<file path="config.mk">
export PLATFORM = sky130hd
export DESIGN_NAME = load_store_unit
export DESIGN_NICKNAME = d
export VERILOG_FILES = /design/src/rtl/lsu_pkg.sv /design/src/rtl/lsu_extend.sv /design/src/rtl/load_store_unit.sv
export SDC_FILE = /design/constraint.sdc
export NUM_CORES = 1
export LEC_CHECK = 0
export BUFFER_PORTS_ARGS = -buffer_cell sky130_fd_sc_hd__buf_4
export CORE_MARGIN = 2
export CORE_UTILIZATION = 44
export DETAILED_ROUTE_END_ITERATION = 7
export PLACE_DENSITY = 0.78
export SETUP_SLACK_MARGIN = 0.4
export SLEW_MARGIN = 10
export SYNTH_ARGS = -nofsm -noshare
export SYNTH_HDL_FRONTEND = slang
export SYNTH_SLANG_ARGS = --single-unit
</file>
<file path="constraint.sdc">
create_clock -name clk -period 4.46 [get_ports clk]
set_input_delay 0.446 -clock clk [delete_from_list [all_inputs] [get_ports clk]]
set_output_delay 0.446 -clock clk [all_outputs]
set_load 0.03 [all_outputs]
</file>
<file path="src/rtl/lsu_pkg.sv">
// Shared types and constants for the load/store unit.
package lsu_pkg;

  localparam int DEF_MEM_BYTES = 2048;

  localparam logic [1:0] MODE_WORD = 2'b00;
  localparam logic [1:0] MODE_BYTE = 2'b01;

  typedef enum logic [2:0] {
    IDLE,
    WRITE,
    READ,
    LATCH,
    RESP
  } lsu_state_t;

  // Request attributes kept for the whole transaction
  typedef struct packed {
    logic store;
    logic is_byte;
    logic is_signed;
  } lsu_req_t;

endpackage

</file>
<file path="src/rtl/lsu_extend.sv">
// Load result formatting: word passthrough, byte sign/zero extension.
module lsu_extend (
  input  logic [15:0] raw,
  input  logic        is_byte,
  input  logic        is_signed,
  output logic [15:0] ext
);

  assign ext = is_byte ? {{8{is_signed & raw[7]}}, raw[7:0]} : raw;

endmodule

</file>
<file path="src/rtl/load_store_unit.sv">
// Single-outstanding load/store initiator driving a registered byte-addressed memory.
module load_store_unit
  import lsu_pkg::*;
#(
  parameter int MEM_BYTES   = DEF_MEM_BYTES,
  parameter bit ALIGN_CHECK = 1'b1
) (
  input  logic        clk,
  input  logic        rst_n,
  input  logic        req_valid,
  output logic        req_ready,
  input  logic        req_store,
  input  logic        req_byte,
  input  logic        req_signed,
  input  logic [15:0] req_addr,
  input  logic [15:0] req_wdata,
  output logic        resp_valid,
  input  logic        resp_ready,
  output logic [15:0] resp_data,
  output logic        resp_err,
  output logic        mem_rd,
  output logic        mem_wn,
  output logic [15:0] mem_address,
  output logic [1:0]  mem_mode,
  output logic [15:0] mem_write_data,
  input  logic [15:0] mem_read_data
);

  localparam logic [16:0] LIMIT = 17'(MEM_BYTES);

  lsu_state_t  state, state_d;
  lsu_req_t    req_q, req_d;
  logic        resp_valid_d, resp_err_d, mem_rd_d, mem_wn_d;
  logic [15:0] resp_data_d, mem_address_d, mem_write_data_d;
  logic [1:0]  mem_mode_d;
  logic [15:0] ext;
  logic [16:0] addr_x;
  logic        acc_err;

  assign req_ready = (state == IDLE);

  // 17-bit compare so addr+1 cannot wrap past the top of the 16-bit space
  assign addr_x  = {1'b0, req_addr};
  assign acc_err = (addr_x >= LIMIT)
                 || (!req_byte && ((addr_x + 17'd1) >= LIMIT))
                 || (!req_byte && req_addr[0] && ALIGN_CHECK);

  lsu_extend u_extend (
    .raw       (mem_read_data),
    .is_byte   (req_q.is_byte),
    .is_signed (req_q.is_signed),
    .ext       (ext)
  );

  always_comb begin
    state_d          = state;
    req_d            = req_q;
    resp_valid_d     = resp_valid;
    resp_data_d      = resp_data;
    resp_err_d       = resp_err;
    mem_rd_d         = 1'b0;
    mem_wn_d         = 1'b0;
    mem_address_d    = mem_address;
    mem_mode_d       = mem_mode;
    mem_write_data_d = mem_write_data;
    case (state)
      IDLE: begin
        if (req_valid) begin
          req_d            = '{store: req_store, is_byte: req_byte, is_signed: req_signed};
          mem_address_d    = req_addr;
          mem_mode_d       = req_byte ? MODE_BYTE : MODE_WORD;
          mem_write_data_d = req_byte ? {8'h00, req_wdata[7:0]} : req_wdata;
          if (acc_err) begin
            state_d      = RESP;
            resp_valid_d = 1'b1;
            resp_err_d   = 1'b1;
            resp_data_d  = 16'h0000;
          end else if (req_store) begin
            state_d  = WRITE;
            mem_wn_d = 1'b1;
          end else begin
            state_d  = READ;
            mem_rd_d = 1'b1;
          end
        end
      end
      WRITE: begin
        state_d      = RESP;
        resp_valid_d = 1'b1;
        resp_err_d   = 1'b0;
        resp_data_d  = 16'h0000;
      end
      READ: state_d = LATCH;
      // Memory output registered at the end of READ is valid throughout LATCH
      LATCH: begin
        state_d      = RESP;
        resp_valid_d = 1'b1;
        resp_err_d   = 1'b0;
        resp_data_d  = ext;
      end
      RESP: begin
        if (resp_ready) begin
          state_d      = IDLE;
          resp_valid_d = 1'b0;
          resp_err_d   = 1'b0;
          resp_data_d  = 16'h0000;
        end
      end
      default: state_d = IDLE;
    endcase
  end

  always_ff @(posedge clk or negedge rst_n) begin
    if (!rst_n) begin
      state          <= IDLE;
      req_q          <= '0;
      resp_valid     <= 1'b0;
      resp_data      <= 16'h0000;
      resp_err       <= 1'b0;
      mem_rd         <= 1'b0;
      mem_wn         <= 1'b0;
      mem_address    <= 16'h0000;
      mem_mode       <= MODE_WORD;
      mem_write_data <= 16'h0000;
    end else begin
      state          <= state_d;
      req_q          <= req_d;
      resp_valid     <= resp_valid_d;
      resp_data      <= resp_data_d;
      resp_err       <= resp_err_d;
      mem_rd         <= mem_rd_d;
      mem_wn         <= mem_wn_d;
      mem_address    <= mem_address_d;
      mem_mode       <= mem_mode_d;
      mem_write_data <= mem_write_data_d;
    end
  end

endmodule

</file>
After elaboration in Yosys (flattened, before gate mapping)
Index checks and enable logic that the tools add are counted.
{"block": "classes", "n_addsub": 1, "n_lt_le_gt_ge": 2, "eq_ne": 7, "mux": 25, "bitwise_logic": 1, "reduce_logical": 13}
{"cell": "$mux W16", "n": 5}
{"cell": "$pmux W16 S4", "n": 1}
{"cell": "$add A16 B1 Y17 const B", "n": 1}
{"cell": "$ge A17 B12 Y1 const B", "n": 1}
{"cell": "$ge A16 B12 Y1 const B", "n": 1}
{"cell": "$mux W1", "n": 12}
{"cell": "$pmux W3 S4", "n": 1}
{"cell": "$mux W3", "n": 3}
{"cell": "$reduce_and A4 Y1", "n": 2}
{"cell": "$eq A3 B2 Y1 const B", "n": 2}
{"cell": "$pmux W1 S3", "n": 2}
{"cell": "$ne A2 B2 Y1 const B", "n": 2}
{"cell": "$reduce_and A2 Y1", "n": 2}
{"cell": "$reduce_bool A4 Y1", "n": 1}
{"cell": "$eq A3 B1 Y1 const B", "n": 1}
{"cell": "$eq A3 B3 Y1 const B", "n": 1}
{"cell": "$logic_not A3 Y1", "n": 1}
{"cell": "$reduce_bool A3 Y1", "n": 1}
{"cell": "$logic_and A1 B1 Y1", "n": 2}
{"cell": "$logic_or A1 B1 Y1", "n": 2}
{"cell": "$mux W2", "n": 1}
{"cell": "$ne A2 B1 Y1 const B", "n": 1}
{"cell": "$reduce_or A2 Y1", "n": 1}
{"cell": "$and A1 B1 Y1", "n": 1}
{"cell": "$logic_not A1 Y1", "n": 1}
{"block": "word_totals", "reg_bits": 59, "in_bits": 55, "out_inout_bits": 55, "wordCells": 60}

Depth between registers and ports, before layout
Gate-level depths: netlist of the first run.
{"block": "depth", "depth_word": 8, "mapped_depth": 6, "depth_no_buf": 4}

Cells and area by module
A second synthesis of the first run with hierarchy kept.
{"block": "unflattened", "cells_unflattened": 187, "area_unflattened_um2": 2396.0}
{"mod": "load_store_unit", "instances": 1, "cells_per_inst": 162, "area_each_um2": 2255.9, "seq_area_each_um2": 1426.4}
{"mod": "lsu_extend", "instances": 1, "cells_per_inst": 25, "area_each_um2": 140.1, "seq_area_each_um2": 0.0}

Least setup slack after synthesis of the first run
Ideal clock, no wire load.
{"block": "synth_timing", "path_kind": "reg2reg", "from": "register state[2]", "to": "register resp_err", "setup_ns": 0.125, "arrival_time_ns": 1.838, "required_ns": 4.335, "slack_ns": 2.497, "stages_incl_launch_ff": 6, "path_buffers": 1, "period_less_slack_ns": 1.963, "cell_sequence": "dfrtp_1 -> buf_2 -> nor3_2 -> nor4b_4 -> a21oi_2 -> mux2_4"}
{"block": "synth_via", "word_cells_on_any_way": 11, "cone_classes": "eq/ne: 6; mux: 1; reduce/logical: 4"}
{"element": "from (decl)", "line": "load_store_unit.sv:31", "rtl": "lsu_state_t state, state_d;"}
{"element": "from (signal assigned)", "line": "load_store_unit.sv:126", "rtl": "state <= state_d;"}
{"element": "$logic_not A3 Y1 *"}
{"element": "net req_ready", "line": "load_store_unit.sv:11", "rtl": "output logic req_ready,"}
{"element": "$ne A2 B1 Y1 (no source line) (tied with other cells)"}
{"element": "$reduce_and A4 Y1 (no source line)"}
{"element": "to (signal assigned)", "line": "load_store_unit.sv:130", "rtl": "resp_err <= resp_err_d;"}
{"element": "to (decl)", "line": "load_store_unit.sv:20", "rtl": "output logic resp_err,"}
Mark *: on every way through the listed nets, which the timed path passes. The rest lies on a longest branch.
A chain may end at the register's enable or synchronous reset.

Worst setup path after layout of the first run
{"block": "layout_timing", "from": "register state[2]", "to": "register resp_data[8]"}
{"block": "layout_via", "elab_chain_cells": 3, "word_cells_on_any_way": 10, "cone_classes": "eq/ne: 6; mux: 1; reduce/logical: 3"}
{"element": "$eq A3 B3 Y1 (tied with other cells)", "line": "load_store_unit.sv:66", "rtl": "case (state)"}
{"element": "$reduce_bool A4 Y1 (no source line) (tied with other cells)"}
{"element": "$reduce_and A4 Y1 (no source line)"}
{"element": "to (signal assigned)", "line": "load_store_unit.sv:129", "rtl": "resp_data <= resp_data_d;"}
{"element": "to (decl)", "line": "load_store_unit.sv:19", "rtl": "output logic [15:0] resp_data,"}
Parallel ways exist; a longest one is shown, timed or not.

==> out/metrics.cfg, run 1 <==
[critical_path]
cp.required_ns = 4.71
worst_path_max_delay_cell = a21boi_0
cp_slowest_stage_delay_ns = 0.67
crit_path_end_kind = flip-flop
worstSetupPathType = flip-flop to flip-flop
start_kind = flip-flop
critical_path.top_delay_family = compound AO/OA/AOI/OAI gates
cp_data_arrival_time_ns = 2.31
cp_common_cell = o21ai_0
ff2ff_path_depth = 4
rr_startpoint = state[2]$_DFFE_PN0P_
cp_max_fo = 9
cp_num_buf_inv = 0
r2r_end = resp_data[8]$_DFFE_PN0P_
reg2reg_slack_ns = 2.40
path_cells = and3b_1 > a21boi_0 > o21ai_0 > o21ai_0

[timing]
rsz0062_at_grt = false
post-route-min-period_ns = 2.06
maxSlewViolCount = 0
hold_viol = 0
fin_ws_ns = 2.40
finalSetupViolations = 0
finClkSkew_ns = 0.00955
fmax_mhz = 486
tns_ns = 0
maxSlewHeadroom_pct = 48.9
fin_crit_sh_pct = 46.1
worstMarginPinSlew_ns = 0.760

[route]
met2_length_um = 2530
met1Wirelength_um = 2220
dr.max_layer_used = met4
drt_iter0_drc = 112
wire_per_inst_um = 14.1
first_pass_iters = 4
wl_met3_um = 309
remaining_drc_errors = 0
postRouteAntennaNets = 0
viasPerCell = 4.78
num_vias = 1731
drt_wl_total_um = 5120

[global_route]
track_usage_pct = 18.8
antenna_found_initial = 0
grt_max_degree = 58
grt_pass1_vias = 1948
grt_pass1_wl_um = 8690
overflow = 0

[final_layout]
diodes = 0
drive_gt1_share_pct = 53.8
mostFrequentLayoutCells = buf_4, dfrtp_1, mux2_2, o21ai_0, clkbuf_8
fin_nets = 343
layout_commonest_cell = buf_4
area_delta_synth_final_pct = 45.0

[pwr]
peakVddDrop_mv = 0.450
power_density_mw_per_mm2 = 639
report.power.total_mw = 2.13
p_leak_nw = 1.66

[logic_synthesis]
ys_types = 29
synth_top_cell_by_area = dfrtp_1
synth_seq_cells = 57
yosysTopAreaCellShare_pct = 62.2
netlist_area_sq_mm = 0.00229
netlist_top_cells_area = dfrtp_1, mux2_2, o21ai_0
ys_warn_count = 0
syn-num-nets = 233
synth-seq-area-share_pct = 62.2
synthCells = 178
syn_area_per_cell_sq_um = 12.9

[clock_tree]
cts_tree = built
cts_hold_buffers = 0
clockBufferDepth = 2
cts_root_buffer = clkbuf_8
clock_latency_ns = 0.33
cts_setup_buffers = 0
htreeDepth = 3
cts_resized = 0
cts_buffers = 9
clock-sinks = 57
cts.clk_slew.worst_paths_ns = 0.07

[floorplan]
row_count = 26
die_h_um = 76.2
dieArea_sq_mm = 0.00581
core_sq_mm = 0.00507
fp.dieW_um = 76.2
io-pin-count = 110
initial_core_util_pct = 45.2

[status]
status = complete, no violations

[worst_hold_path]
min-delay-path-class = input port to async pin

[place]
hpwl_um = 3710
io_buffers = 108
place.gp.congestion = 0.751
dpl_worst_slack_ns = 2.37

[run]
maxCapViolations = 0

[layout make-up]
cell class	count	area, sq um
clock buffer	12	165
clock inverter	3	15.0
fill	424	1750
inverter	9	33.8
multi-input combinational	102	779
sequential	57	1430
tap	70	87.6
timing repair buffer	109	818
[synthesized netlist by cell type]
master / instances
buf_4: 3
conb_1: 1
nand3_1: 1
nor3b_1: 1
nor4b_4: 1
dfrtp_1: 57
nand2b_1: 8
o21bai_1: 1
a21boi_0: 1
buf_2: 4
clkbuf_1: 2
nand2_1: 11
a21oi_2: 1
and3b_1: 1
or4_4: 1
nor2_1: 1
o21a_1: 1
a21oi_1: 4
mux2i_1: 3
buf_1: 1
inv_1: 9
a22o_1: 8
mux2_2: 26
and3_2: 2
nor2b_1: 2
o21ai_0: 24
a21o_1: 1
nor3_2: 1
mux2_4: 1
[worst max path at each step]
stage / from / to / slack, ns / depth (start not counted)
final: state[2]$_DFFE_PN0P_ / resp_data[8]$_DFFE_PN0P_ / 2.40 / 4
after global routing: state[2]$_DFFE_PN0P_ / resp_data[13]$_DFFE_PN0P_ / 2.15 / 4
after CTS: state[2]$_DFFE_PN0P_ / resp_data[8]$_DFFE_PN0P_ / 2.38 / 4
after detailed placement: req_addr[14] / resp_err$_DFFE_PN0P_ / 2.37 / 5
after global placement: req_addr[14] / resp_data[2]$_DFFE_PN0P_ / 2.42 / 5
after floorplan: state[2]$_DFFE_PN0P_ / resp_err$_DFFE_PN0P_ / 2.50 / 5
[logic make-up (layout without fill, tap and decap cells)]
group | count (synthesis) | in the layout | share of synthesized area, %
flops | 57 | 57 | 62.2
buf+inv | 19 | 133 | 3.82
other cells | 1 | 1 | 0.164
simple gates | 30 | 30 | 8.24
mux | 30 | 30 | 14.7
compound gates | 41 | 41 | 10.9
[through the flow]
| step | instances | hold WS (ns) | utilization, % | area (sq um) |
|---|---|---|---|---|
| 5_1_grt | 362 | 0.224 | 65.5 | 3330 |
| 6_report | 362 | 0.181 | 65.5 | 3330 |
| 4_1_cts | 362 | 0.195 | 65.5 | 3330 |
| 3_5_place_dp | 347 | 0.471 | 62.0 | 3150 |
| 3_3_place_gp | 347 | 0.463 | 62.0 | 3150 |
| 2_1_floorplan | 178 | 0.150 | - | 2290 |
[where the power goes]
part           internal [mW]  total [mW]  switching (mW)
clock network          0.241       0.433           0.192
registers              0.680       0.784           0.104
logic                  0.385       0.910           0.525
[routing by layer]
layer / track usage [%] / vias up
met5: 0 / -
met4: 9.27 / 0
met3: 5.21 / 6
met2: 31.5 / 73
met1: 22.5 / 822
li1: - / 830
[sequential cells by signal, summed over array words and instances, names as in the netlist]
register        count
mem_address        16
mem_write_data     16
resp_data          16
state               3
req_q               2
mem_rd              1
mem_wn              1
resp_err            1
resp_valid          1
[worst register-to-register path, delay by kind of cell (launching register included)]
family	cells	cell delay, ns
flops	1	0.48
compound gates	3	1.06
simple gates	1	0.44
No activity file was read; power rests on OpenSTA's default activity.
==> run 2, diff against run 1 <==
--- a/config.mk
+++ b/config.mk
@@ -7,9 +7,9 @@
 export LEC_CHECK = 0
 export BUFFER_PORTS_ARGS = -buffer_cell sky130_fd_sc_hd__buf_4
 export CORE_MARGIN = 2
-export CORE_UTILIZATION = 44
+export CORE_UTILIZATION = 41
 export DETAILED_ROUTE_END_ITERATION = 7
-export PLACE_DENSITY = 0.78
+export PLACE_DENSITY = 0.76
 export SETUP_SLACK_MARGIN = 0.4
 export SLEW_MARGIN = 10
 export SYNTH_ARGS = -nofsm -noshare
==> constraint.sdc (replaced) <==
create_clock -name clk -period 1.8 [get_ports clk]
set_input_delay 0.18 -clock clk [delete_from_list [all_inputs] [get_ports clk]]
set_output_delay 0.18 -clock clk [all_outputs]
set_load 0.03 [all_outputs]
==> out/metrics.cfg, run 2 (same netlist as run 1, synthesis figures left out) <==
[status]
status = complete, no violations

[floorplan]
dieArea_sq_mm = 0.00621  ; +6.9%
fp.dieW_um = 78.8  ; +3.4%
row_count = 27  ; +3.8%
die_h_um = 78.8  ; +3.4%
initial_core_util_pct = 42.2  ; -3.0 points
core_sq_mm = 0.00544  ; +7.2%
io-pin-count = 110  ; unchanged

[critical_path]
critical_path.top_delay_family = simple AND/OR/NAND/NOR gates
cp_max_fo = 4  ; -5
worst_path_max_delay_cell = dfrtp_2
cp.required_ns = 2.00  ; -2.71 ns
cp_data_arrival_time_ns = 1.65  ; -0.66 ns
worstSetupPathType = flip-flop to flip-flop
path_cells = nor3_4 > nor4b_4 > a21oi_2 > mux2_4
start_kind = flip-flop
cp_slowest_stage_delay_ns = 0.44  ; -0.23 ns
cp_num_buf_inv = 0  ; unchanged
crit_path_end_kind = flip-flop

[final_layout]
mostFrequentLayoutCells = buf_4, dfrtp_1, mux2_2, o21ai_0
diodes = 0  ; unchanged
fin_nets = 350  ; +2.0%
drive_gt1_share_pct = 56.7  ; +2.9 points
nFillCells = 462  ; +9.0%
layout_commonest_cell = buf_4
area_delta_synth_final_pct = 49.4
post-route-util_pct = 63.0  ; -2.5 points
largestRegisters = mem_address (16), mem_write_data (16), resp_data (16)

[pwr]
switching_power_mw = 2.04  ; +150%
pwr-share-seq_pct = 36.3  ; -0.6 points
peakVddDrop_mv = 0.983  ; +120%
sw_frac_of_total_pct = 38.5  ; -0.079 points
power_density_mw_per_mm2 = 1550  ; +140%
internal-power_mw = 3.26  ; +150%
p_clk_share_pct = 19.5  ; -0.9 points
p_comb_share_pct = 44.2  ; +1.4 points
p_leak_nw = 1.69  ; +2.1%

[clock_tree]
clock-sinks = 57  ; unchanged
htreeDepth = 3  ; unchanged
cts_buffers = 9  ; unchanged
cts_tree = built
clockBufferDepth = 2  ; unchanged
cts.clk_slew.worst_paths_ns = 0.06  ; about the same
cts_root_buffer = clkbuf_8
clock_latency_ns = 0.32  ; about the same

[global_route]
track_usage_pct = 17.9  ; -0.97 points
grt_max_degree = 58  ; unchanged
grt_pass1_vias = 1780  ; -8.6%
overflow = 0  ; unchanged
grt_pass1_wl_um = 8400  ; -3.3%
antenna_found_initial = 0  ; unchanged

[place]
place.gp.congestion = 0.726  ; -3.3%
hpwl_um = 3600  ; -2.9%
dpl_worst_slack_ns = 0.00398  ; -2.36 ns
io_buffers = 108  ; unchanged

[timing]
fin_ws_ns = 0.349  ; -2.05 ns
worstMarginPinSlew_ns = 0.712  ; -0.0480 ns
fin_crit_sh_pct = 80.6  ; +34 points
finalSetupViolations = 0  ; unchanged
fmax_mhz = 689  ; +42%
maxSlewViolCount = 0  ; unchanged
hold_viol = 0  ; unchanged
rsz0062_at_grt = true
finClkSkew_ns = 0.00832  ; -0.00123 ns
maxSlewHeadroom_pct = 52.5  ; +3.7 points
post-route-min-period_ns = 1.45  ; -0.606 ns
tns_ns = 0  ; unchanged

[route]
drt_wl_total_um = 5220  ; +1.9%
viasPerCell = 4.73  ; -1.2%
first_pass_iters = 4  ; unchanged
postRouteAntennaNets = 0  ; unchanged
drt_iter0_drc = 46  ; -59%
wire_per_inst_um = 14.0  ; -0.83%
num_vias = 1758  ; +1.6%
remaining_drc_errors = 0  ; unchanged

[worst_hold_path]
min-delay-path-class = input port to flip-flop

[run]
maxCapViolations = 0  ; unchanged

[run 2: cell count changes in the layout (fill, tap and decap cells not counted), sizes merged]
cell,before,now
buf,109,115
clkbuf,12,13
dlygate4sd3,0,1
[run 2: final cells by class]
type	instances	area, sq um	share of cell area (%)
tap	72	90.1	2.63
timing repair buffer	116	886	25.9
multi-input combinational	102	813	23.7
clock buffer	13	159	4.64
inverter	9	33.8	0.986
clock inverter	3	15.0	0.438
sequential	57	1430	41.7
[run 2: final timing paths]
check | start | endpoint | slack (ns) | depth (start not counted)
setup reg to reg | state[1]$_DFFE_PN0P_ | resp_err$_DFFE_PN0P_ | 0.35 | 4
setup / recovery | state[1]$_DFFE_PN0P_ | resp_err$_DFFE_PN0P_ | 0.35 | 4
hold reg to reg | mem_write_data[13]$_DFFE_PN0P_ | mem_write_data[13]$_DFFE_PN0P_ | 0.48 | 2
max in group asynchronous | rst_n | state[1]$_DFFE_PN0P_ | 0.83 | 2
hold / removal | resp_ready | state[2]$_DFFE_PN0P_ | 0.06 | 2
min in group asynchronous | rst_n | mem_address[9]$_DFFE_PN0P_ | 0.46 | 2
[run 2: worst register-to-register path, stage by stage, from the launching register on]
cell,delay (ns)
dfrtp_2,0.44
nor3_4,0.21
nor4b_4,0.30
a21oi_2,0.09
mux2_4,0.30
[run 2: what timing repair did]
action | CTS | global route
hold endpoints to repair | 57 | 0
hold buffers | 1 | 0
pin swaps | 1 | 4
buffers inserted | 2 | 0
endpoints found under the setup margin | 46 | 50
resized for setup | 10 | 11
[run 2: power groups by stage]
| stage | clock network, mW | logic [mW] | registers [mW] |
|---|---|---|---|
| 2_1_floorplan | 0 | 0.762 | 2.64 |
| 3_3_place_gp | 0 | 2.30 | 1.93 |
| 3_5_place_dp | 0 | 2.33 | 1.94 |
| 4_1_cts | 1.06 | 2.35 | 1.93 |
| 5_1_grt | 1.13 | 2.48 | 1.99 |
| 6_report | 1.04 | 2.34 | 1.93 |
[run 2: routing by layer]
layer  routed length [um]  part of all wire (%)  GRT usage, %
met1                 2210                    42          21.8
met2                 2380                    46          26.6
met3                  538                    10          7.73
met4                   89                   1.7          10.0
met5                    0                     0             0
[run 2: per-stage QoR]
stage	instances	power (mW)	hold slack, ns	instance area [sq um]
2_1_floorplan	178	3.40	-0.116	2310
3_3_place_gp	353	4.22	0.281	3180
3_5_place_dp	353	4.27	0.288	3180
4_1_cts	372	5.35	0.0512	3400
5_1_grt	372	5.60	0.0529	3430
6_report	372	5.30	0.0612	3430
==> run 3, diff against run 2 <==
--- a/config.mk
+++ b/config.mk
@@ -5,11 +5,12 @@
 export SDC_FILE = /design/constraint.sdc
 export NUM_CORES = 1
 export LEC_CHECK = 0
+export ABC_AREA = 1
 export BUFFER_PORTS_ARGS = -buffer_cell sky130_fd_sc_hd__buf_4
 export CORE_MARGIN = 2
-export CORE_UTILIZATION = 41
+export CORE_UTILIZATION = 44
 export DETAILED_ROUTE_END_ITERATION = 7
-export PLACE_DENSITY = 0.76
+export PLACE_DENSITY = 0.77
 export SETUP_SLACK_MARGIN = 0.4
 export SLEW_MARGIN = 10
 export SYNTH_ARGS = -nofsm -noshare
==> constraint.sdc (replaced) <==
create_clock -name clk -period 1.45 [get_ports clk]
set_input_delay 0.145 -clock clk [delete_from_list [all_inputs] [get_ports clk]]
set_output_delay 0.145 -clock clk [all_outputs]
set_load 0.03 [all_outputs]
==> out/metrics.cfg, run 3 <==
[route]
drt_wl_total_um = 6600  ; +27%
first_pass_iters = 4  ; unchanged
wire_per_inst_um = 13.6  ; -2.9%
postRouteAntennaNets = 0  ; unchanged
remaining_drc_errors = 0  ; unchanged
num_vias = 2299  ; +31%
viasPerCell = 4.74  ; +0.30%
drt_iter0_drc = 152  ; +230%

[worst_hold_path]
hold_path.startpoint = req_wdata[12]
min-delay-path-class = input port to flip-flop
hold_end = mem_write_data[12]$_DFFE_PN0P_
holdPathStages = 3  ; +1

[critical_path]
reg2reg_slack_ns = 0.01  ; -0.34 ns
crit_path_end_kind = flip-flop
cp.required_ns = 1.70  ; -0.30 ns
cp_max_fo = 5  ; +1
rr_startpoint = state[0]$_DFFE_PN0P_
cp_data_arrival_time_ns = 1.69  ; +0.04 ns
start_kind = flip-flop
ff2ff_path_depth = 9  ; +5
worstSetupPathType = flip-flop to flip-flop
r2r_end = resp_data[8]$_DFFE_PN0P_

[logic_synthesis]
syn-num-nets = 317  ; +36%
synth-main-ff-cell = dfrtp_1
synth_common_cells = nand2_1, dfrtp_1, o211ai_1
synth_seq_cells = 57  ; unchanged
async_reset_ff_share_pct = 100  ; unchanged
yosysTopAreaCellShare_pct = 61.6  ; -0.57 points
synth_edf_count = 0  ; unchanged
syn_area_per_cell_sq_um = 8.83  ; -31%
ys_types = 19  ; -34%
synth_top_cell_by_area = dfrtp_1
ys_warn_count = 0  ; unchanged
netlist_area_sq_mm = 0.00231  ; +0.93%
synthCells = 262  ; +47%
netlist_top_cells_area = dfrtp_1, nand2_1, o211ai_1
synth-seq-area-share_pct = 61.6  ; -0.57 points
yosysMostFrequentCell = nand2_1

[clock_tree]
htreeDepth = 3  ; unchanged
cts_buffers = 9  ; unchanged
cts.clk_slew.worst_paths_ns = 0.06  ; about the same
cts_tree = built
clockBufferDepth = 2  ; unchanged
clock_latency_ns = 0.32  ; about the same
clock-sinks = 57  ; unchanged
cts_root_buffer = clkbuf_8

[floorplan]
io-pin-count = 110  ; unchanged
core_sq_mm = 0.00511  ; -6.1%
fp.dieW_um = 76.5  ; -2.9%
row_count = 26  ; -3.7%
dieArea_sq_mm = 0.00586  ; -5.7%
initial_core_util_pct = 45.3  ; +3.2 points
die_h_um = 76.5  ; -2.9%

[final_layout]
largestRegisters = mem_address (16), mem_write_data (16), resp_data (16)
mostFrequentLayoutCells = nand2_1, buf_4, dfrtp_1, buf_6, clkbuf_8
layout_commonest_cell = nand2_1
post-route-util_pct = 76.0  ; +13 points
area_delta_synth_final_pct = 67.8
fin_nets = 468  ; +34%
fin_area_sq_mm = 0.00388  ; +13%
drive_gt1_share_pct = 46.0  ; -11 points
diodes = 0  ; unchanged

[timing]
hold_viol = 0  ; unchanged
fmax_mhz = 696  ; +1.0%
rsz0062_at_grt = true
tns_ns = 0  ; unchanged
post-route-min-period_ns = 1.44  ; -0.0146 ns
finClkSkew_ns = 0.00568  ; -0.00264 ns
hold_ws_ns = 0.0163  ; -0.0449 ns
finalSetupViolations = 0  ; unchanged
maxSlewViolCount = 0  ; unchanged
fin_crit_sh_pct = 99.1  ; +18 points

[pwr]
power_density_mw_per_mm2 = 1920  ; +24%
peakVddDrop_mv = 1.16  ; +18%
report.power.total_mw = 7.46  ; +41%
p_leak_nw = 2.17  ; +28%

[global_route]
grt_pass1_vias = 2091  ; +17%
antenna_found_initial = 0  ; unchanged
track_usage_pct = 21.0  ; +3.2 points
grt_pass1_wl_um = 9690  ; +15%
grt_max_degree = 33  ; -43%
overflow = 0  ; unchanged

[place]
io_buffers = 108  ; unchanged
place.gp.congestion = 0.779  ; +7.3%
hpwl_um = 4000  ; +11%
placed_area_sq_mm = 0.00321  ; +0.67%

[run]
maxCapViolations = 0  ; unchanged

[status]
status = complete, no violations

run 3: cell types whose count changed after synthesis, moves of 5 or more:
cell,delta
a22o_1,-8
inv_1,-6
mux2_2,-26
nand2_1,+141
nand2b_1,-8
nor2_1,+5
o211ai_1,+8
o21ai_0,-22
run 3: timing repair:
action,CTS,global route
hold buffers,1,0
hold endpoints to repair,25,0
resized for setup,14,41
setup buffers,11,20
setup endpoints to repair,59,89
pin swaps,8,7
gates cloned,3,3
run 3: power by group:
group	total [mW]	switching [mW]	internal, mW
clock network	1.29	0.560	0.733
registers	2.43	0.352	2.08
logic	3.74	2.13	1.61
run 3: cell families (layout without fill, tap and decap cells):
logic type      count (synthesis)  in the layout  synth area share (%)
compound gates                 13             13                  3.68
buf+inv                        17            168                  3.73
flops                          57             57                  61.6
other cells                     1              1                 0.162
simple gates                  174            176                  30.8
run 3: critical path, stage by stage, from the launching register on:
cell     delay (ns)
dfrtp_1        0.41
nor2_4         0.18
buf_4          0.16
nand3_2        0.07
nand2_2        0.11
nor2_4         0.05
buf_12         0.14
nand2_4        0.11
nand2_1        0.08
nand2_1        0.06
run 3: worst max path at each step:
| stage | to | slack (ns) | start |
|---|---|---|---|
| 2_1_floorplan | mem_address[0]$_DFFE_PN0P_ | 0.20 | state[0]$_DFFE_PN0P_ |
| 3_3_place_gp | mem_write_data[15]$_DFFE_PN0P_ | 0.12 | state[0]$_DFFE_PN0P_ |
| 3_5_place_dp | mem_write_data[14]$_DFFE_PN0P_ | 0.05 | state[0]$_DFFE_PN0P_ |
| 4_1_cts | resp_data[6]$_DFFE_PN0P_ | 0.12 | state[0]$_DFFE_PN0P_ |
| 5_1_grt | resp_data[8]$_DFFE_PN0P_ | -0.05 | state[0]$_DFFE_PN0P_ |
| 6_report | resp_data[8]$_DFFE_PN0P_ | 0.01 | state[0]$_DFFE_PN0P_ |
run 3: metal layers:
layer	GRT usage [%]	part of all wire [%]	up-vias
li1	-	-	1105
met1	26.5	44	1077
met2	33.8	48	107
met3	7.46	7.0	10
met4	7.27	1.1	0
met5	0	0	-
run 3: layout make-up:
cell class	instances	area (sq um)
fillers	352	1220
repair inverters	2	17.5
well taps	70	87.6
repair buffers	146	1250
multi-input cells	190	897
flip-flops and latches	57	1430
clock buffers	13	169
inverters	7	36.3
run 3: metrics by stage:
stage / setup WS, ns / cells
final: 0.0137 / 485
after CTS: 0.120 / 462
after global routing: -0.0543 / 485
after global placement: 0.117 / 434
after floorplan: 0.196 / 262
after detailed placement: 0.0526 / 434
